[src/rtl/regressor_buffer_if.sv]
// Sample stream into the regressor buffer and the regressor/tag outputs
// it presents to the dot-product stage and the RLS controller.
interface regressor_buffer_if #(
  parameter int N     = 2,
  parameter int nBits = 32,
  parameter int log   = 2
);
  // Handshake: a sample transfers on a rising edge where s_valid & s_ready.
  // s_valid must stay high with s_data stable until then.
  // s_ready is low while hold or flush is asserted.
  logic               flush;
  logic               hold;
  logic               s_valid;
  logic               s_ready;
  logic [nBits-1:0]   s_data;
  logic [N*nBits-1:0] vec;
  logic               vec_valid;
  logic               vec_full;
  logic [log:0]       fill_count;
  logic               res_valid;

  modport master (
    output flush, hold, s_valid, s_data,
    input  s_ready, vec, vec_valid, vec_full, fill_count, res_valid
  );

  modport slave (
    input  flush, hold, s_valid, s_data,
    output s_ready, vec, vec_valid, vec_full, fill_count, res_valid
  );
endinterface

[src/rtl/regressor_buffer.sv]
// N-tap delay line of sign-magnitude samples feeding the RLS dot-product
// stage, with warm-up counting, flush and a latency-matched result tag.
module regressor_buffer #(
  parameter int N     = 2,
  parameter int nBits = 32,
  parameter int log   = 2,
  parameter int LAT   = 4
) (
  input logic             clk,
  input logic             rst_n,
  regressor_buffer_if.slave bus
);

  localparam logic [log:0] FULL = (log+1)'(N);

  logic [nBits-1:0]   taps [N];
  logic [N*nBits-1:0] vec_packed;
  logic [log:0]       fill_count;
  logic               vec_valid;
  logic [LAT-1:0]     tag;
  logic               accept;

  assign bus.s_ready = ~bus.hold & ~bus.flush;
  assign accept      = bus.s_valid & bus.s_ready;

  // Taps move only on accept or flush; samples are stored bit-for-bit.
  always_ff @(posedge clk or negedge rst_n) begin
    if (!rst_n) begin
      for (int i = 0; i < N; i++) taps[i] <= '0;
    end else if (bus.flush) begin
      for (int i = 0; i < N; i++) taps[i] <= '0;
    end else if (accept) begin
      taps[0] <= bus.s_data;
      for (int i = 1; i < N; i++) taps[i] <= taps[i-1];
    end
  end

  // vec_valid marks accepts that leave the line fully populated.
  always_ff @(posedge clk or negedge rst_n) begin
    if (!rst_n) begin
      fill_count <= '0;
      vec_valid  <= 1'b0;
    end else if (bus.flush) begin
      fill_count <= '0;
      vec_valid  <= 1'b0;
    end else begin
      vec_valid <= accept && (fill_count >= FULL - 1'b1);
      if (accept && (fill_count != FULL)) fill_count <= fill_count + 1'b1;
    end
  end

  // Tag pipeline runs every cycle, hold included, since the datapath is free-running.
  always_ff @(posedge clk or negedge rst_n) begin
    if (!rst_n) begin
      tag <= '0;
    end else if (bus.flush) begin
      tag <= '0;
    end else begin
      tag[0] <= vec_valid;
      for (int i = 1; i < LAT; i++) tag[i] <= tag[i-1];
    end
  end

  always_comb begin
    vec_packed = '0;
    for (int i = 0; i < N; i++) vec_packed[N*nBits-1-i*nBits -: nBits] = taps[i];
  end

  assign bus.vec        = vec_packed;
  assign bus.vec_valid  = vec_valid;
  assign bus.vec_full   = (fill_count == FULL);
  assign bus.fill_count = fill_count;
  assign bus.res_valid  = tag[LAT-1];

endmodule

[src/flat_wrapper.sv]
// flat-port wrapper written by rule: the top's interface ports become plain ports
module regressor_buffer_flat 
#(
  parameter int N     = 2,
  parameter int nBits = 32,
  parameter int log   = 2,
  parameter int LAT   = 4
)
  (clk, rst_n, bus_flush, bus_hold, bus_s_valid, bus_s_data, bus_s_ready, bus_vec, bus_vec_valid, bus_vec_full, bus_fill_count, bus_res_valid);
  regressor_buffer_if #(.N(N), .nBits(nBits), .log(log)) bus_i ();
  input logic clk;
  input logic rst_n;
  input wire logic [$bits(bus_i.flush)-1:0] bus_flush;
  input wire logic [$bits(bus_i.hold)-1:0] bus_hold;
  input wire logic [$bits(bus_i.s_valid)-1:0] bus_s_valid;
  input wire logic [$bits(bus_i.s_data)-1:0] bus_s_data;
  output wire logic [$bits(bus_i.s_ready)-1:0] bus_s_ready;
  output wire logic [$bits(bus_i.vec)-1:0] bus_vec;
  output wire logic [$bits(bus_i.vec_valid)-1:0] bus_vec_valid;
  output wire logic [$bits(bus_i.vec_full)-1:0] bus_vec_full;
  output wire logic [$bits(bus_i.fill_count)-1:0] bus_fill_count;
  output wire logic [$bits(bus_i.res_valid)-1:0] bus_res_valid;
  assign bus_i.flush = bus_flush;
  assign bus_i.hold = bus_hold;
  assign bus_i.s_valid = bus_s_valid;
  assign bus_i.s_data = bus_s_data;
  assign bus_s_ready = bus_i.s_ready;
  assign bus_vec = bus_i.vec;
  assign bus_vec_valid = bus_i.vec_valid;
  assign bus_vec_full = bus_i.vec_full;
  assign bus_fill_count = bus_i.fill_count;
  assign bus_res_valid = bus_i.res_valid;
  regressor_buffer #(.N(N), .nBits(nBits), .log(log), .LAT(LAT)) u_core (.clk(clk), .rst_n(rst_n), .bus(bus_i));
endmodule
[config.mk]
export PLATFORM = sky130hd
export DESIGN_NAME = regressor_buffer_flat
export DESIGN_NICKNAME = d
export VERILOG_FILES = /design/src/rtl/regressor_buffer_if.sv /design/src/rtl/regressor_buffer.sv /design/src/flat_wrapper.sv
export SDC_FILE = /design/constraint.sdc
export NUM_CORES = 1
export LEC_CHECK = 0
export CAP_MARGIN = 10
export CORE_ASPECT_RATIO = 0.9
export CORE_MARGIN = 5
export CORE_UTILIZATION = 40
export DETAILED_ROUTE_END_ITERATION = 8
export PLACE_DENSITY = 0.79
export SETUP_SLACK_MARGIN = 0.2
export SYNTH_ARGS = -nofsm -noshare
export SYNTH_HDL_FRONTEND = slang
export SYNTH_SLANG_ARGS = --single-unit
[constraint.sdc]
create_clock -name clk -period 1.1 [get_ports clk]
set_input_delay 0.11 -clock clk [delete_from_list [all_inputs] [get_ports clk]]
set_output_delay 0.11 -clock clk [all_outputs]
set_load 0.03 [all_outputs]
* After elaboration in Yosys (flattened, before gate mapping)
Cells that the tools add are included.
Word-level totals: flip-flop bits (word level) 72, word-level logic and storage cells 23, input bits 37, output and inout bits 71
Cells by class: add/sub/neg operators 1, reduce and logical (&&, ||, !) cells 4, equality and inequality tests 2, bitwise logic cells 4, mux-type cells 6, magnitude comparators 1
Operators with widths (number):
- $mux W64 | 2
- $mux W3 | 2
- $mux W4 | 1
- $reduce_bool A2 Y1 | 2
- $add A3 B1 Y3 const B | 1
- $eq A3 B2 Y1 const B | 1
- $ge A3 B1 Y1 const B | 1
- $ne A3 B2 Y1 const B | 1
- $and A1 B1 Y1 | 2
- $logic_and A1 B1 Y1 | 2
- $not A1 Y1 | 2
- $mux W1 | 1

* Logic depth before layout (Yosys ltp)
depth after elaboration 6, mapped depth 6

* Worst setup path before layout
Ideal clock, no wire load.
path type flip-flop to flip-flop, from register u_core.fill_count[0], in the netlist u_core.bus.fill_count[0], to register u_core.fill_count[1], in the netlist u_core.bus.fill_count[1], path slack -180 ps, buffers on the path 0, period minus slack after synthesis 1280 ps, required time 1023 ps, arrival 1203 ps, cell stages (with the launch flop) 5, cell sequence dfrtp_1 -> inv_1 -> ha_1 -> a31o_2 -> a21oi_1
On the way: cells in the longest elaborated chain, start to end 3, elaborated cells on any way between the ends 6, classes of those cells 1 x add/sub; 1 x eq/ne; 2 x mux; 2 x reduce/logical
Ends and longest elaborated chain:
- start: declaration | line regressor_buffer.sv:18 | logic [log:0] fill_count;
- start signal: assignment | line regressor_buffer.sv:48 | if (accept && (fill_count != FULL)) fill_count <= fill_count + 1'b1;
- $add A3 B1 Y3 or $ne A3 B2 Y1 (tied branches) | line regressor_buffer.sv:48
- $mux W3 or $logic_and A1 B1 Y1 (tied branches) | line regressor_buffer.sv:48
- $mux W3 or $reduce_bool A2 Y1 (tied branches)
Parallel ways exist; a longest one is shown, timed or not. The select of a mux whose other input is x is not followed. A chain may end at the register's enable or synchronous reset.

* Final worst setup path
from register u_core.fill_count[0], in the netlist u_core.bus.fill_count[0], to output bus_vec_full
On the way: cells in the longest elaborated chain, start to end 1
Ends and longest elaborated chain:
- $eq A3 B2 Y1 | line regressor_buffer.sv:71 | assign bus.vec_full = (fill_count == FULL);
- end: declaration | line flat_wrapper.sv:20 | output wire logic [$bits(bus_i.vec_full)-1:0] bus_vec_full;
No other way between the ends.

==> out/metrics.yaml <==
status: "finished with violations"
violations: "negative setup slack"
ff2ff_path_depth: 7
path_class: "reg2out"
clk_path_buf_depth: 2
fin_crit_ns: 1.30
port_buffers: 107
setup_viol: 7
nNetsFinal: 537
cts_tree: "done"
htree_levels: 3
root_buffer: "clkbuf_8"
rows: 30
syn_inst: 309
dr.pass1.iters: 4
use_met1_pct: 24.4
place_congestion: 0.737
synth_top_cell_by_area: "dfrtp_1"
finalNonFillerCells: 598
syn_area_um2: 3050
critPathArrivalTime_ns: 1.19
drt-total-wl_mm: 9.29
ys_top_cells_by_area: "dfrtp_1 59%, nand2b_1 14%, o21ai_0 10%"
synth_cell_types: 19
clkTransAtPathRegs_ns: 0.09
finalCritPeriodShare_pct: 118
async_reset_ff_share_pct: 100
grt_use_met3_pct: 4.67
coreArea_um2: 7470
dieArea_um2: 9470
grt_pass1_wl_mm: 14.3
rsz0062_at_grt: "yes"
cp-start-kind: "flip-flop"
crit_chain: "inv_2, ha_4, nand2b_4, inv_2, buf_6"
timing.final.max_slew_violations: 0
grt_max_degree: 73
ys_ff_latch: 72
synth_edf_count: 0
antenna_found_initial: 0
worst_pin_slew_ns: 0.407
viasPerCell: 4.80
p_total_uw: 6160
synthFlopType: "dfrtp_1"
grt_pass1_vias: 2881
multi_input_area_um2: 1240
crit_path_max_incr_delay_ns: 0.42
finalCoreUtilization_pct: 74.1
drv_cap: 0
clock-sinks: 72
max_freq_mhz: 770
hold_viol_final: 0
initial_core_util_pct: 40.8
endpoint_kind: "output pin"
postRouteAntennaNets: 0
yosysSeqAreaShare_pct: 59.1
synth_warnings: 0
areaGrowthSynthToFinish_pct: 81.6
regArea_um2: 1810
vias: 2868
worst-path-max-fanout: 2
hold_ws_ns: 0.165
final_layout_size_suffix_gt1_share_pct: 41.4
synth_top_area_share_pct: 59.1
die-width_um: 102
hpwl_mm: 5.09
worst_ir_drop_vdd_mv: 0.697
layout_commonest_cell: "buf_6"
grt_busiest_layer: "met2"
grt_use_met2_pct: 31.4
drc: 0
wl_per_cell_um: 15.5
fin_ws_ns: -0.198
grt_usage_pct: 19.1
cp.required_ns: 0.99
drtIter0Drc: 85
slew_headroom_pct: 72.9
die_y_um: 92.8
fill_cells: 515
clock_skew_ns: 0.0148
holdCritPathClass: "in2reg"
min_path_cells: 4
cts_made_buffers: 9
power_density_nw_per_um2: 1110
syn_area_per_cell_um2: 9.86
final_cell_mix: "95 x buf_6, 69 x dfrtp_1, 61 x o21ai_1"
grt_overflow: 0
n_antenna_cell: 0
cpMaxStageDelayCell: "dfrtp_2"
placed_cells: 502
syn_nets: 349
num_io_pins: 108
crit_top_cell: "inv_2"
p_leak_uw: 0.00261
clk_latency_ns: 0.34
[layer usage]
metal	part of all wire, %	up-vias
li1	-	1368
met1	40	1395
met2	52	88
met3	5.7	17
met4	1.8	0
met5	0	-
[power breakdown]
group	internal (uW)	total [uW]	switching [uW]
clock	1110	2110	1000
sequential	2740	2810	76.4
combinational	670	1240	569
[worst max-delay path: cells and delay by family, from the launching register on]
family,cells,cell delay [ns]
fa+ha+maj,1,0.14
buf+inv,3,0.23
flops,1,0.42
simple gates,1,0.06
[path summary, 6_finish.rpt]
kind                                                           start                                    to  slack, ns
min in group asynchronous                                      rst_n  u_core.bus.fill_count[0]$_DFFE_PN0P_       0.30
worst max-delay path            u_core.bus.fill_count[0]$_DFFE_PN0P_                          bus_vec_full      -0.20
worst max register to register  u_core.bus.fill_count[0]$_DFFE_PN0P_  u_core.bus.fill_count[1]$_DFFE_PN0P_      -0.20
max in group asynchronous                                      rst_n         u_core.bus.vec[4]$_DFFE_PN0P_       0.45
worst min register to register               u_core.tag[1]$_DFF_PN0_               u_core.tag[2]$_DFF_PN0_       0.47
worst min-delay path                                     bus_s_valid  u_core.bus.fill_count[2]$_DFFE_PN0P_       0.16
[Yosys cell counts, types with 2 or more instances]
cell type  instances
clkbuf_1          11
inv_1              3
mux2i_1            2
nor2_1             3
buf_2              7
ha_1               3
nand2b_1          66
nor2b_1            4
nand2_1           65
o21ai_0           63
dfrtp_1           72
buf_6              3
[repair_timing]
action / 4_1_cts / 5_1_grt
setup endpoints to repair: 138 / 137
hold buffers: 1 / 0
pin swaps: 2 / 12
setup buffers: 46 / 27
gates cloned: 6 / 0
gates resized for setup: 85 / 39
hold endpoints to repair: 72 / 0
[state kept, by name, indices dropped and copies added (netlist names)]
register	cells
u_core.bus.vec	64
u_core.tag	4
u_core.bus.fill_count	3
u_core.bus.vec_valid	1
[stage by stage]
stage	TNS (ns)	worst slack [ns]	instance area (um2)
floorplan	-0.0776	-0.0320	3150
global placement	-16.82	-0.271	4150
detailed placement	-19.00	-0.324	4150
CTS	-0.649	-0.214	5160
global route	-1.34	-0.254	5540
finish	-1.02	-0.198	5540
[layout make-up]
cell class	count	share of cell area, %
multi-input combinational	212	22.3
clock buffer	11	2.55
clock inverter	5	1.04
tap	96	2.17
timing repair buffer	199	39.1
inverter	3	0.203
sequential	72	32.6
[cell families after synthesis]
kind of cell	synth area share (%)
buffers and inverters	4.15
AO/OA/AOI/OAI	11.2
AND/OR/NAND/NOR	23.6
adder cells (fa/ha/maj)	1.23
multiplexers	0.657
flip-flops	59.1
Note: power is estimated with default switching activity, not from simulation.
==> RTL change: new RTL, same settings <==
Reset style: synchronous (`rst_n`), changed in 3 clocked blocks.
--- a/src/rtl/regressor_buffer.sv
+++ b/src/rtl/regressor_buffer.sv
@@ -24,7 +24,7 @@
   assign accept      = bus.s_valid & bus.s_ready;
 
   // Taps move only on accept or flush; samples are stored bit-for-bit.
-  always_ff @(posedge clk or negedge rst_n) begin
+  always_ff @(posedge clk) begin
     if (!rst_n) begin
       for (int i = 0; i < N; i++) taps[i] <= '0;
     end else if (bus.flush) begin
@@ -36,7 +36,7 @@
   end
 
   // vec_valid marks accepts that leave the line fully populated.
-  always_ff @(posedge clk or negedge rst_n) begin
+  always_ff @(posedge clk) begin
     if (!rst_n) begin
       fill_count <= '0;
       vec_valid  <= 1'b0;
@@ -50,7 +50,7 @@
   end
 
   // Tag pipeline runs every cycle, hold included, since the datapath is free-running.
-  always_ff @(posedge clk or negedge rst_n) begin
+  always_ff @(posedge clk) begin
     if (!rst_n) begin
       tag <= '0;
     end else if (bus.flush) begin
Formal check against the unedited RTL: differs if rst_n is asserted again (counterexample within 4 cycles, from zero or initial values and one cycle with rst_n low); with rst_n held inactive, the same outputs for 10 cycles.
==> RTL change against the original RTL <==
  * The run still ends with setup timing left
  * Final cell count is 25% lower
  * Sequential cell count did not move
  * Core utilization grew 9.5 points
  * Design area hardly changed
  * Count of clock-buffer cells in the layout did not move
  * Area after synthesis shrank 11%
  * Combinational power increased by 15%
  * Global-route usage increased by 0.44 points
  * Sequential power up 15%
  * Routed wire length shrank 0.52%
  * Via count is 22% lower
  * Power rose by 10%
  * Worst setup slack worse by 53 ps
  * Critical path type is now reg2reg
  * Critical endpoint is now u_core.bus.fill_count[2]
  * Largest cell class unchanged
==> RTL change: results (changes against the original RTL) <==
stage,metric,value,unit,change
outcome,outcome,"complete, but fails checks",,unchanged
outcome,violations,setup timing,,unchanged
timing,tightest_slew,331.8,ps,was 406.8 ps
cts,cts_buffer_depth,2,,unchanged
grt,grt_max_degree,34,,was 73
drt,wl,9239,um,was 9287 um
cts,cts-buffers-inserted,9,,unchanged
synth,syn_inst,179,,was 309
drt,met1_length,3477,um,was 3734 um
setup_path,r2r_end,u_core.bus.fill_count[2],,was u_core.bus.fill_count[1]
setup_path,max_stage_delay,510,ps,was 420 ps
grt,use_met1,20.87,%,was 24.45%
grt,use_met3,7.801,%,was 4.669%
drt,top_layer,met4,,unchanged
synth,synth_xor_area_share,0,%,unchanged
timing,timing.final.ws_setup,-251.2,ps,was -198.1 ps
final_layout,instances_no_fill,446,,was 598
placed_design,dp.cells,371,,was 502
synth,synthAdderAreaFrac,1.376,%,was 1.232%
synth,synthMuxAreaShare,0,%,was 0.6568%
cts,cts.clk_slew.worst_paths,70,ps,was 90 ps
setup_path,cpMaxStageDelayCell,or4_1,,was dfrtp_2
worst_hold_path,hold_start,bus_hold,,was bus_s_valid
setup_path,reg2reg_depth,4,,was 7
timing,finalSetupViolCount,53,,was 7
power,peakVddDrop,0.0007693,V,was 0.0006969 V
synth,synth_top_area_share,70.46,%,was 59.11%
final_layout,final_net_count,392,,was 537
synth,synth_edf_count,64,,was 0
cts,cts_resized,179,,was 85
grt,track_usage,19.55,%,was 19.10%
drt,drt-initial-drc-count,115,,was 85
power,p_leak,2.449,nW,was 2.608 nW
synth,synth_compound_area_share,1.193,%,was 11.25%
placed_design,finalWeightedCongestion,0.7459,,was 0.7373
cts,postCtsSetupRepairBufs,23,,was 46
synth,synthTopCellsByArea,"edfxtp_1 (70%), and3_1 (15%), dfxtp_1 (5.9%)",,"was dfrtp_1 (59%), nand2b_1 (14%), o21ai_0 (10%)"
drt,num_vias,2244,,was 2868
final_layout,layout-drive-gt1-share,58.43,%,was 41.43%
synth,synthArstFlopShare,0,%,was 100.0%
placed_design,dpl.hpwl,4057,um,was 5092 um
setup_path,arrival,1610,ps,was 1190 ps
drt,wl_met3,713,um,was 525 um
synth,synth_commonest_cells,"and3_1 (65), edfxtp_1 (64), clkbuf_1 (13), dfxtp_1 (8)",,"was dfrtp_1 (72), nand2b_1 (66), nand2_1 (65), o21ai_0 (63), clkbuf_1 (11)"
worst_hold_path,hold_end,u_core.bus.fill_count[2],,unchanged
final_layout,fillers,308,,was 515
final_layout,num_antenna_cells,0,,unchanged
timing,finalClockSkew,6.213,ps,was 14.77 ps
setup_path,crit_fanout,6,,was 2
grt,grt_pass1_wl,12480,um,was 14260 um
synth,ys_seq_area_share,76.33,%,was 59.11%
grt,met2_usage,36.53,%,was 31.44%
timing,fin_hold_ws,224.0,ps,was 164.5 ps
cts,htreeDepth,3,,unchanged
setup_path,worst_path_dominant_cell_family,simple AND/OR/NAND/NOR gates,,was flip-flops
setup_path,reg2reg_from,u_core.bus.fill_count[0],,unchanged
drt,wl_met2,4947,um,was 4857 um
synth,synth_nets,219,,was 349
synth,synth-main-ff-cell,edfxtp_1,,was dfrtp_1
## RTL change: cell types whose count changed in the layout (fill, tap and decap cells not counted), sizes merged, moves of 3 or more
cell / before / now
and2: 0 / 4
and3: 0 / 65
buf: 163 / 141
clkinvlp: 3 / 0
dfrtp: 72 / 0
dfxtp: 0 / 8
edfxtp: 0 / 64
nand2: 65 / 1
nand2b: 66 / 2
nor2b: 4 / 0
o21ai: 64 / 2
## RTL change: where the power goes
group	internal, W	leakage (nW)	switching, W
logic	0.000787	1.56	0.000642
clock network	0.00126	0.103	0.000898
registers	0.00312	0.782	0.0000993
## RTL change: how the worst max path moves through the flow
stage / endpoint / cells after the start / start / slack, ps
after floorplan: u_core.bus.fill_count[2] / 4 / u_core.bus.fill_count[1] / -160
after global placement: u_core.bus.fill_count[2] / 4 / bus_flush / -520
after detailed placement: u_core.bus.fill_count[2] / 4 / bus_flush / -560
after CTS: u_core.bus.fill_count[2] / 4 / u_core.bus.fill_count[0] / -170
after global routing: u_core.bus.fill_count[0] / 8 / u_core.bus.fill_count[0] / -260
final: u_core.bus.fill_count[2] / 4 / u_core.bus.fill_count[0] / -250
## RTL change: through the flow
stage | total power (W) | TNS [ps] | setup slack (ps) | cell area (um^2)
after floorplan | 0.003668 | -6214 | -160.5 | 2799
after global placement | 0.004108 | -59520 | -517.1 | 3867
after detailed placement | 0.004123 | -64690 | -558.7 | 3867
after CTS | 0.006700 | -577.1 | -174.6 | 5209
after global routing | 0.007055 | -1725 | -261.0 | 5538
final | 0.006805 | -1596 | -251.2 | 5538
## RTL change: final cells by class
class                   instances  share of cell area (%)
repair buffers                176                   41.53
flip-flops and latches         72                   37.80
multi-input cells              89                   14.64
clock buffers                  11                   2.372
well taps                      90                   2.033
clock inverters                 4                   1.265
inverters                       4                  0.3615
